## src/rtl/mips_multicycle_ctrl.sv

```systemverilog
// Multicycle MIPS control FSM: sequences fetch/decode/execute states and
// decodes datapath enables/selects from the registered state.
module mips_multicycle_ctrl (
    input  logic        clk,
    input  logic        rst,
    input  logic [5:0]  opcode,
    input  logic        zero,
    input  logic        mem_ready,
    output logic        pc_write,
    output logic        ir_write,
    output logic        mem_read,
    output logic        mem_write,
    output logic        i_or_d,
    output logic        reg_write,
    output logic        reg_dst,
    output logic        mem_to_reg,
    output logic        alu_src_a,
    output logic [1:0]  alu_src_b,
    output logic [1:0]  alu_op,
    output logic [1:0]  pc_src,
    output logic [3:0]  state,
    output logic        instr_done,
    output logic        illegal,
    output logic [31:0] instr_count
);
    typedef enum logic [3:0] {
        S_FETCH  = 4'd0,  S_DECODE = 4'd1,  S_MEMADR = 4'd2,  S_MEMRD = 4'd3,
        S_MEMWB  = 4'd4,  S_MEMWR  = 4'd5,  S_REX    = 4'd6,  S_RWB   = 4'd7,
        S_BRANCH = 4'd8,  S_AEX    = 4'd9,  S_AWB    = 4'd10, S_JUMP  = 4'd11,
        S_TRAP   = 4'd12
    } state_t;

    localparam logic [5:0] OP_R    = 6'b000000;
    localparam logic [5:0] OP_LW   = 6'b100011;
    localparam logic [5:0] OP_SW   = 6'b101011;
    localparam logic [5:0] OP_BEQ  = 6'b000100;
    localparam logic [5:0] OP_ADDI = 6'b001000;
    localparam logic [5:0] OP_J    = 6'b000010;

    state_t      st;
    logic [5:0]  opc_q;
    logic [31:0] cnt;
    logic        done;

    always_ff @(posedge clk) begin
        if (rst) begin
            st    <= S_FETCH;
            opc_q <= '0;
            cnt   <= '0;
        end else begin
            if (done) cnt <= cnt + 32'd1;
            case (st)
                S_FETCH:  if (mem_ready) st <= S_DECODE;
                S_DECODE: begin
                    opc_q <= opcode;
                    case (opcode)
                        OP_R:         st <= S_REX;
                        OP_LW, OP_SW: st <= S_MEMADR;
                        OP_BEQ:       st <= S_BRANCH;
                        OP_ADDI:      st <= S_AEX;
                        OP_J:         st <= S_JUMP;
                        default:      st <= S_TRAP;
                    endcase
                end
                // memory direction comes from the opcode captured in DECODE
                S_MEMADR: st <= (opc_q == OP_LW) ? S_MEMRD : S_MEMWR;
                S_MEMRD:  if (mem_ready) st <= S_MEMWB;
                S_MEMWR:  if (mem_ready) st <= S_FETCH;
                S_REX:    st <= S_RWB;
                S_AEX:    st <= S_AWB;
                S_MEMWB, S_RWB, S_BRANCH, S_AWB, S_JUMP: st <= S_FETCH;
                S_TRAP:   st <= S_TRAP;
                default:  st <= S_FETCH;
            endcase
        end
    end

    always_comb begin
        pc_write   = 1'b0;
        ir_write   = 1'b0;
        mem_read   = 1'b0;
        mem_write  = 1'b0;
        i_or_d     = 1'b0;
        reg_write  = 1'b0;
        reg_dst    = 1'b0;
        mem_to_reg = 1'b0;
        alu_src_a  = 1'b0;
        alu_src_b  = 2'b00;
        alu_op     = 2'b00;
        pc_src     = 2'b00;
        illegal    = 1'b0;
        done       = 1'b0;
        case (st)
            S_FETCH: begin
                mem_read  = 1'b1;
                alu_src_b = 2'b01;
                ir_write  = mem_ready;
                pc_write  = mem_ready;
            end
            S_DECODE: alu_src_b = 2'b11;
            S_MEMADR, S_AEX: begin
                alu_src_a = 1'b1;
                alu_src_b = 2'b10;
            end
            S_MEMRD: begin
                mem_read = 1'b1;
                i_or_d   = 1'b1;
            end
            S_MEMWB: begin
                reg_write  = 1'b1;
                mem_to_reg = 1'b1;
                done       = 1'b1;
            end
            S_MEMWR: begin
                mem_write = 1'b1;
                i_or_d    = 1'b1;
                done      = mem_ready;
            end
            S_REX: begin
                alu_src_a = 1'b1;
                alu_op    = 2'b10;
            end
            S_RWB: begin
                reg_write = 1'b1;
                reg_dst   = 1'b1;
                done      = 1'b1;
            end
            S_BRANCH: begin
                alu_src_a = 1'b1;
                alu_op    = 2'b01;
                pc_src    = 2'b01;
                pc_write  = zero;
                done      = 1'b1;
            end
            S_AWB: begin
                reg_write = 1'b1;
                done      = 1'b1;
            end
            S_JUMP: begin
                pc_src   = 2'b10;
                pc_write = 1'b1;
                done     = 1'b1;
            end
            S_TRAP:  illegal = 1'b1;
            default: ;
        endcase
        // reset masks every output, including the abort of a pending instr_done
        if (rst) begin
            pc_write   = 1'b0;
            ir_write   = 1'b0;
            mem_read   = 1'b0;
            mem_write  = 1'b0;
            i_or_d     = 1'b0;
            reg_write  = 1'b0;
            reg_dst    = 1'b0;
            mem_to_reg = 1'b0;
            alu_src_a  = 1'b0;
            alu_src_b  = 2'b00;
            alu_op     = 2'b00;
            pc_src     = 2'b00;
            illegal    = 1'b0;
        end
    end

    assign instr_done  = done & ~rst;
    assign state       = rst ? 4'd0 : st;
    assign instr_count = rst ? 32'd0 : cnt;
endmodule

```

## config.mk

```make
export PLATFORM = sky130hd
export DESIGN_NAME = mips_multicycle_ctrl
export DESIGN_NICKNAME = d
export VERILOG_FILES = /design/src/rtl/mips_multicycle_ctrl.sv
export SDC_FILE = /design/constraint.sdc
export NUM_CORES = 1
export LEC_CHECK = 0
export ABC_AREA = 1
export BUFFER_PORTS_ARGS = -buffer_cell sky130_fd_sc_hd__buf_4
export CORE_ASPECT_RATIO = 2
export CORE_MARGIN = 5
export CORE_UTILIZATION = 55
export DETAILED_ROUTE_END_ITERATION = 8
export GPL_TIMING_DRIVEN = 1
export PLACE_DENSITY = 0.79
export SETUP_SLACK_MARGIN = 0.2
export SKIP_CTS_REPAIR_TIMING = 1
export SYNTH_ARGS = -nofsm -noshare
export SYNTH_HDL_FRONTEND = slang
export SYNTH_SLANG_ARGS = --single-unit
export TNS_END_PERCENT = 50
```

## constraint.sdc

```tcl
create_clock -name clk -period 2.2 [get_ports clk]
set_input_delay 0.55 -clock clk [delete_from_list [all_inputs] [get_ports clk]]
set_output_delay 0.55 -clock clk [all_outputs]
set_load 0.005 [all_outputs]
```

Word-level counts from Yosys, hierarchy flattened
Cells that the tools add are included.
{ "totals": {"register_bits": 42, "inputBits": 10, "output_inout_bits": 53, "elab_cells": 72} }
{ "classes": {"add_sub_neg": 1, "eq_ne": 21, "muxes": 35, "bitwise_logic": 2, "n_reduce_logical": 10} }
{ "ops": {"columns": ["operator", "n"], "rows": [
  ["$add 32x1->32 const B", 1],
  ["$mux 32", 1],
  ["$pmux 4 s8", 1],
  ["$eq 4x4->1 const B", 5],
  ["$pmux 4 s5", 1],
  ["$mux 1", 19],
  ["$eq 6x6->1 const B", 3],
  ["$eq 4x3->1 const B", 4],
  ["$mux 4", 4],
  ["$eq 4x2->1 const B", 2],
  ["$pmux 2 s2", 2],
  ["$reduce_or 2->1", 4],
  ["$eq 6x2->1 const B", 1],
  ["$eq 6x3->1 const B", 1],
  ["$eq 6x4->1 const B", 1],
  ["$logic_not 6->1", 1],
  ["$mux 2", 3],
  ["$ne 2x2->1 const B", 3],
  ["$pmux 2 s3", 1],
  ["$reduce_or 5->1", 1],
  ["$eq 4x1->1 const B", 1],
  ["$logic_not 4->1", 1],
  ["$reduce_or 4->1", 1],
  ["$mux 3", 1],
  ["other kinds (6)", 6]
]} }

Longest topological paths before layout
{ "logic_depth": {"depth_word": 4, "ltp_mapped": 11, "mapped_depth_nobuf": 10} }

Worst setup path after synthesis
No wires, ideal clock.
{ "synth_path": {"path_kind": "input to output", "from": "in rst", "to": "out pc_src[0]", "t_arrival_ns": 1.569, "t_required_ns": 1.650, "slack_ns": 0.081, "stages": 5, "cell_sequence": "clkbuf_1 -> clkbuf_1 -> clkbuf_1 -> nor2_1 -> buf_4"} }
{ "synth_via": {"elab_chain_cells": 1} }
{ "synth_rtl": {"columns": ["item", "line", "text"], "rows": [
  ["from (decl)", "5", "input logic rst,"],
  ["$mux 2", "148", "if (rst) begin"],
  ["to (decl)", "20", "output logic [1:0] pc_src,"]
]} }
No other way between the ends.

Worst setup path in the final report
{ "layout_path": {"from": "reg st[0]", "to": "out alu_src_a"} }
{ "layout_via": {"elab_chain_cells": 4, "word_cells_on_any_way": 7, "cone_classes": "eq/ne (4); mux (2); reduce/logical (1)"} }
{ "layout_rtl": {"columns": ["item", "line", "text"], "rows": [
  ["from (decl)", "40", "state_t st;"],
  ["from (signal assigned)", "66", "S_MEMADR: st <= (opc_q == OP_LW) ? S_MEMRD : S_MEMWR;"],
  ["$eq 4x4->1, or another cell as far along", "93", "case (st)"],
  ["$reduce_or 4->1 (no source line) (*)", null, null],
  ["$mux 1 (*)", "93", null],
  ["$mux 1 (*)", "148", null],
  ["to (decl)", "17", "output logic alu_src_a,"]
]} }
Every way passes the cells marked *; elsewhere a longest branch is shown, timed or not.

==> PnR_summary.wiki <==
{| class="wikitable"
! Metric !! Value
|-
| Remaining Overflow, GRT || 0
|-
| Vias post-DR || 3472
|-
| Worst Reg2Reg Path Length in Cells || 11
|-
| Post-route fraction of the period consumed by the critical path || 0.942
|-
| Final antenna diode count || 0
|-
| Summed instance area of the synthesized netlist || 0.00296 mm2
|-
| Required @ worst endpoint || 1.65 ns
|-
| Setup violators final || 0
|-
| Antenna viol nets, final || 0
|-
| Effective utilization at floorplan || 0.571
|-
| Destination of the worst register-to-register timing path || cnt[20]
|-
| Total power density per cell area || 656 mW/mm2
|-
| Clock share of power || 0.262
|-
| Wire length of the first global-routing pass || 14.3 mm
|-
| Worst supply voltage drop on vdd || 0.597 mV
|-
| Internal || 1480 uW
|-
| Worst-path clk slew || 0.08 ns
|-
| Clock tree from TritonCTS || built
|-
| GPL Wtd Cong || 1.02
|-
| Portion of total power attributed to combinational logic || 0.358
|-
| Net total in the final layout || 614
|-
| Number of filler cells placed in the layout || 500
|-
| Most common cell in the synthesized netlist || sky130_fd_sc_hd__nand2_1
|-
| GRT Total Usage || 0.267
|-
| Count of flip-flops with a built-in enable after synthesis || 0
|-
| Startpoint type of the worst setup path || flip-flop
|-
| Most common library cells after synthesis || sky130_fd_sc_hd__nand2_1, sky130_fd_sc_hd__nor2_1, sky130_fd_sc_hd__inv_1
|-
| Utilization after layout || 0.709
|-
| Cell type with the largest total area after synthesis || sky130_fd_sc_hd__dfxtp_1
|-
| Static leakage || 0.00161 uW
|-
| Endpoint arrival time on the critical path || 1.52 ns
|-
| Maximum root-to-sink buffer count || 2
|-
| Count of cell types in the netlist || 28
|-
| FF-to-FF Start || st[0]
|-
| Total instance count after detailed placement || 650
|-
| Full die area || 0.00704 mm2
|-
| Layout overhead on the synthesized area || 24.3%
|-
| Total I/O pin count || 63
|-
| Hold Violations, Final || 0
|-
| Synthesized area divided by synthesized cell count || 5.47 um2
|-
| Register share of total power || 0.380
|-
| Setup repair after global routing missed its margin || true
|-
| Count of input and output buffers || 62
|-
| Sequential cell area fraction in the yosys report || 0.284
|-
| Horizontal die dimension || 61.9 um
|-
| Largest net degree at the start of global routing || 42
|-
| Root Buffer || sky130_fd_sc_hd__clkbuf_8
|-
| Slew at the pin closest to its max-slew limit || 0.465 ns
|-
| Sequential cell area in the final layout || 853 um2
|-
| Share of Yosys cell area claimed by the top area cell type || 0.284
|-
| Fin cells || 662
|-
| Capture endpoint of the worst hold path || opc_q[5]
|-
| Core region area || 0.00518 mm2
|-
| Sw frac || 0.386
|-
| Worst hold path stage count || 3
|-
| Ranking of synthesized cells by area || sky130_fd_sc_hd__dfxtp_1, sky130_fd_sc_hd__nand2_1, sky130_fd_sc_hd__nor2_1, sky130_fd_sc_hd__inv_1, sky130_fd_sc_hd__nand3_1
|-
| H-tree depth || 2
|-
| Antenna violations before repair || 0
|-
| Cells after Synth || 541
|-
| Total of flip-flops plus latches after synthesis || 42
|-
| Switching power || 933 uW
|-
| Minimum setup slack among reg-to-reg paths || 0.33 ns
|-
| DRC Markers || 0
|-
| Number of slew-limit violations in the final report || 0
|-
| CTS buffer count || 5
|-
| Worst rel slew slack || 0.690
|-
| Max-cap check violation count || 0
|-
| Post-Synthesis Net Count || 552
|-
| Multi-input gate area in the final layout || 0.00184 mm2
|-
| Timing-limited maximum frequency || 0.483 GHz
|-
| Setup skew after layout || 0.00412 ns
|-
| Clock sink total || 42
|-
| Worst Hold Launch || opcode[5]
|-
| Avg WL per Cell || 13.7 um
|-
| Number of warnings reported in the yosys synthesis log || 0
|-
| Outcome || completed
|-
| Via count of the first global-routing pass || 3356
|-
| Height of the chip || 114 um
|-
| Start-to-end type of the worst setup path || flip-flop to output port
|-
| Placement Rows || 37
|-
| Dpl hpwl || 6.98 mm
|-
| Proportion of synthesized flip-flops having asynchronous set or reset || 0
|-
| Starting DRT DRC Count || 198
|-
| Clock latency on the worst-skew pair || 0.31 ns
|-
| Total wire length || 9.05 mm
|-
| Commonest register cell after synthesis || sky130_fd_sc_hd__dfxtp_1
|-
| Crit-path max FO || 4
|-
| Crit. End Element || output port
|-
| Share of post-route cells with drive strength above 1 || 0.192
|-
| Final min period || 2.07 ns
|-
| Kind of path behind the tightest hold check || input pin to flip-flop
|-
| Vias per cell || 5.24
|-
| Number of detailed-route iterations in the first pass || 5
|}
[metrics by stage]
stage	hold slack, ns	setup TNS [ns]	total power (uW)	worst slack [ns]	instance area, um2
floorplan	0.457	0	1470	0.281	2960
global placement	0.468	0	1680	0.302	3450
detailed placement	0.483	0	1690	0.279	3450
CTS	0.484	-0.00996	2320	-0.00996	3560
global route	0.503	0	2570	0.0547	3680
finish	0.481	0	2410	0.128	3680
[power groups by stage]
| stage | sequential (uW) | combinational [uW] | clock [uW] |
|---|---|---|---|
| finish | 917 | 865 | 632 |
| global route | 927 | 964 | 678 |
| CTS | 899 | 774 | 644 |
| detailed placement | 916 | 772 | 0 |
| global placement | 914 | 767 | 0 |
| floorplan | 902 | 572 | 0 |
[cells by family (layout without fill, tap and decap cells)]
kind of cell             count (synthesis)  in the layout  share of synthesized area
flip-flops                              42             42                      0.284
XOR/XNOR                                 5              5                     0.0148
AND/OR/NAND/NOR                        359            359                      0.492
adder cells (fa/ha/maj)                  1              1                    0.00423
AO/OA/AOI/OAI                           52             52                     0.0901
buffers and inverters                   82            145                      0.115
[placed cells by master, fill, tap and decap left out, types with 2 or more instances in the layout]
cell type / instances
sky130_fd_sc_hd__nand2_1: 169
sky130_fd_sc_hd__nor2_1: 120
sky130_fd_sc_hd__buf_4: 72
sky130_fd_sc_hd__inv_1: 56
sky130_fd_sc_hd__dfxtp_1: 38
sky130_fd_sc_hd__nand3_1: 36
sky130_fd_sc_hd__a21oi_1: 34
sky130_fd_sc_hd__o21ai_0: 10
sky130_fd_sc_hd__nor2_2: 9
sky130_fd_sc_hd__inv_2: 6
sky130_fd_sc_hd__nor2_4: 6
sky130_fd_sc_hd__nand2_2: 5
sky130_fd_sc_hd__o21ai_1: 5
sky130_fd_sc_hd__xor2_1: 5
sky130_fd_sc_hd__clkbuf_8: 5
sky130_fd_sc_hd__nor3_1: 4
sky130_fd_sc_hd__nand4_1: 3
sky130_fd_sc_hd__dfxtp_4: 3
sky130_fd_sc_hd__inv_4: 2
sky130_fd_sc_hd__nand2_4: 2
sky130_fd_sc_hd__and3_1: 2
sky130_fd_sc_hd__clkinvlp_4: 2
[state kept, by name, indices dropped and copies added, names as in the netlist]
name / count
cnt: 32
opc_q: 6
st: 4
[final cells by class]
| cell class | count | share of cell area |
|---|---|---|
| clock buffer | 5 | 0.0187 |
| clock inverter | 3 | 0.0122 |
| inverter | 64 | 0.0667 |
| multi-input combinational | 417 | 0.501 |
| sequential | 42 | 0.232 |
| tap | 58 | 0.0197 |
| timing repair buffer | 73 | 0.150 |
[how the worst max path moves through the flow]
| stage | startpoint | end | slack [ns] | cells after the start |
|---|---|---|---|---|
| finish | st[0] | alu_src_a | 0.13 | 9 |
| global route | st[0] | alu_src_a | 0.05 | 9 |
| CTS | st[3] | instr_done | -0.01 | 9 |
| detailed placement | rst | instr_count[6] | 0.28 | 4 |
| global placement | rst | instr_count[25] | 0.30 | 4 |
| floorplan | rst | pc_src[0] | 0.28 | 5 |
[worst max-delay path, stage by stage (launching register included)]
cell	delay, ns
sky130_fd_sc_hd__dfxtp_2	0.41
sky130_fd_sc_hd__inv_1	0.08
sky130_fd_sc_hd__nor2_2	0.16
sky130_fd_sc_hd__inv_2	0.09
sky130_fd_sc_hd__nor2_2	0.12
sky130_fd_sc_hd__nor2_2	0.07
sky130_fd_sc_hd__nand2_1	0.05
sky130_fd_sc_hd__o21ai_0	0.07
sky130_fd_sc_hd__inv_1	0.06
sky130_fd_sc_hd__buf_4	0.10
[layer usage]
metal,up-vias,part of all wire,track usage
met2,100,0.57,0.507
met1,1553,0.35,0.246
li1,1788,-,-
met4,0,0.051,0.153
met5,-,0,0
met3,31,0.035,0.0396
Power figures use the tool's default switching activity.
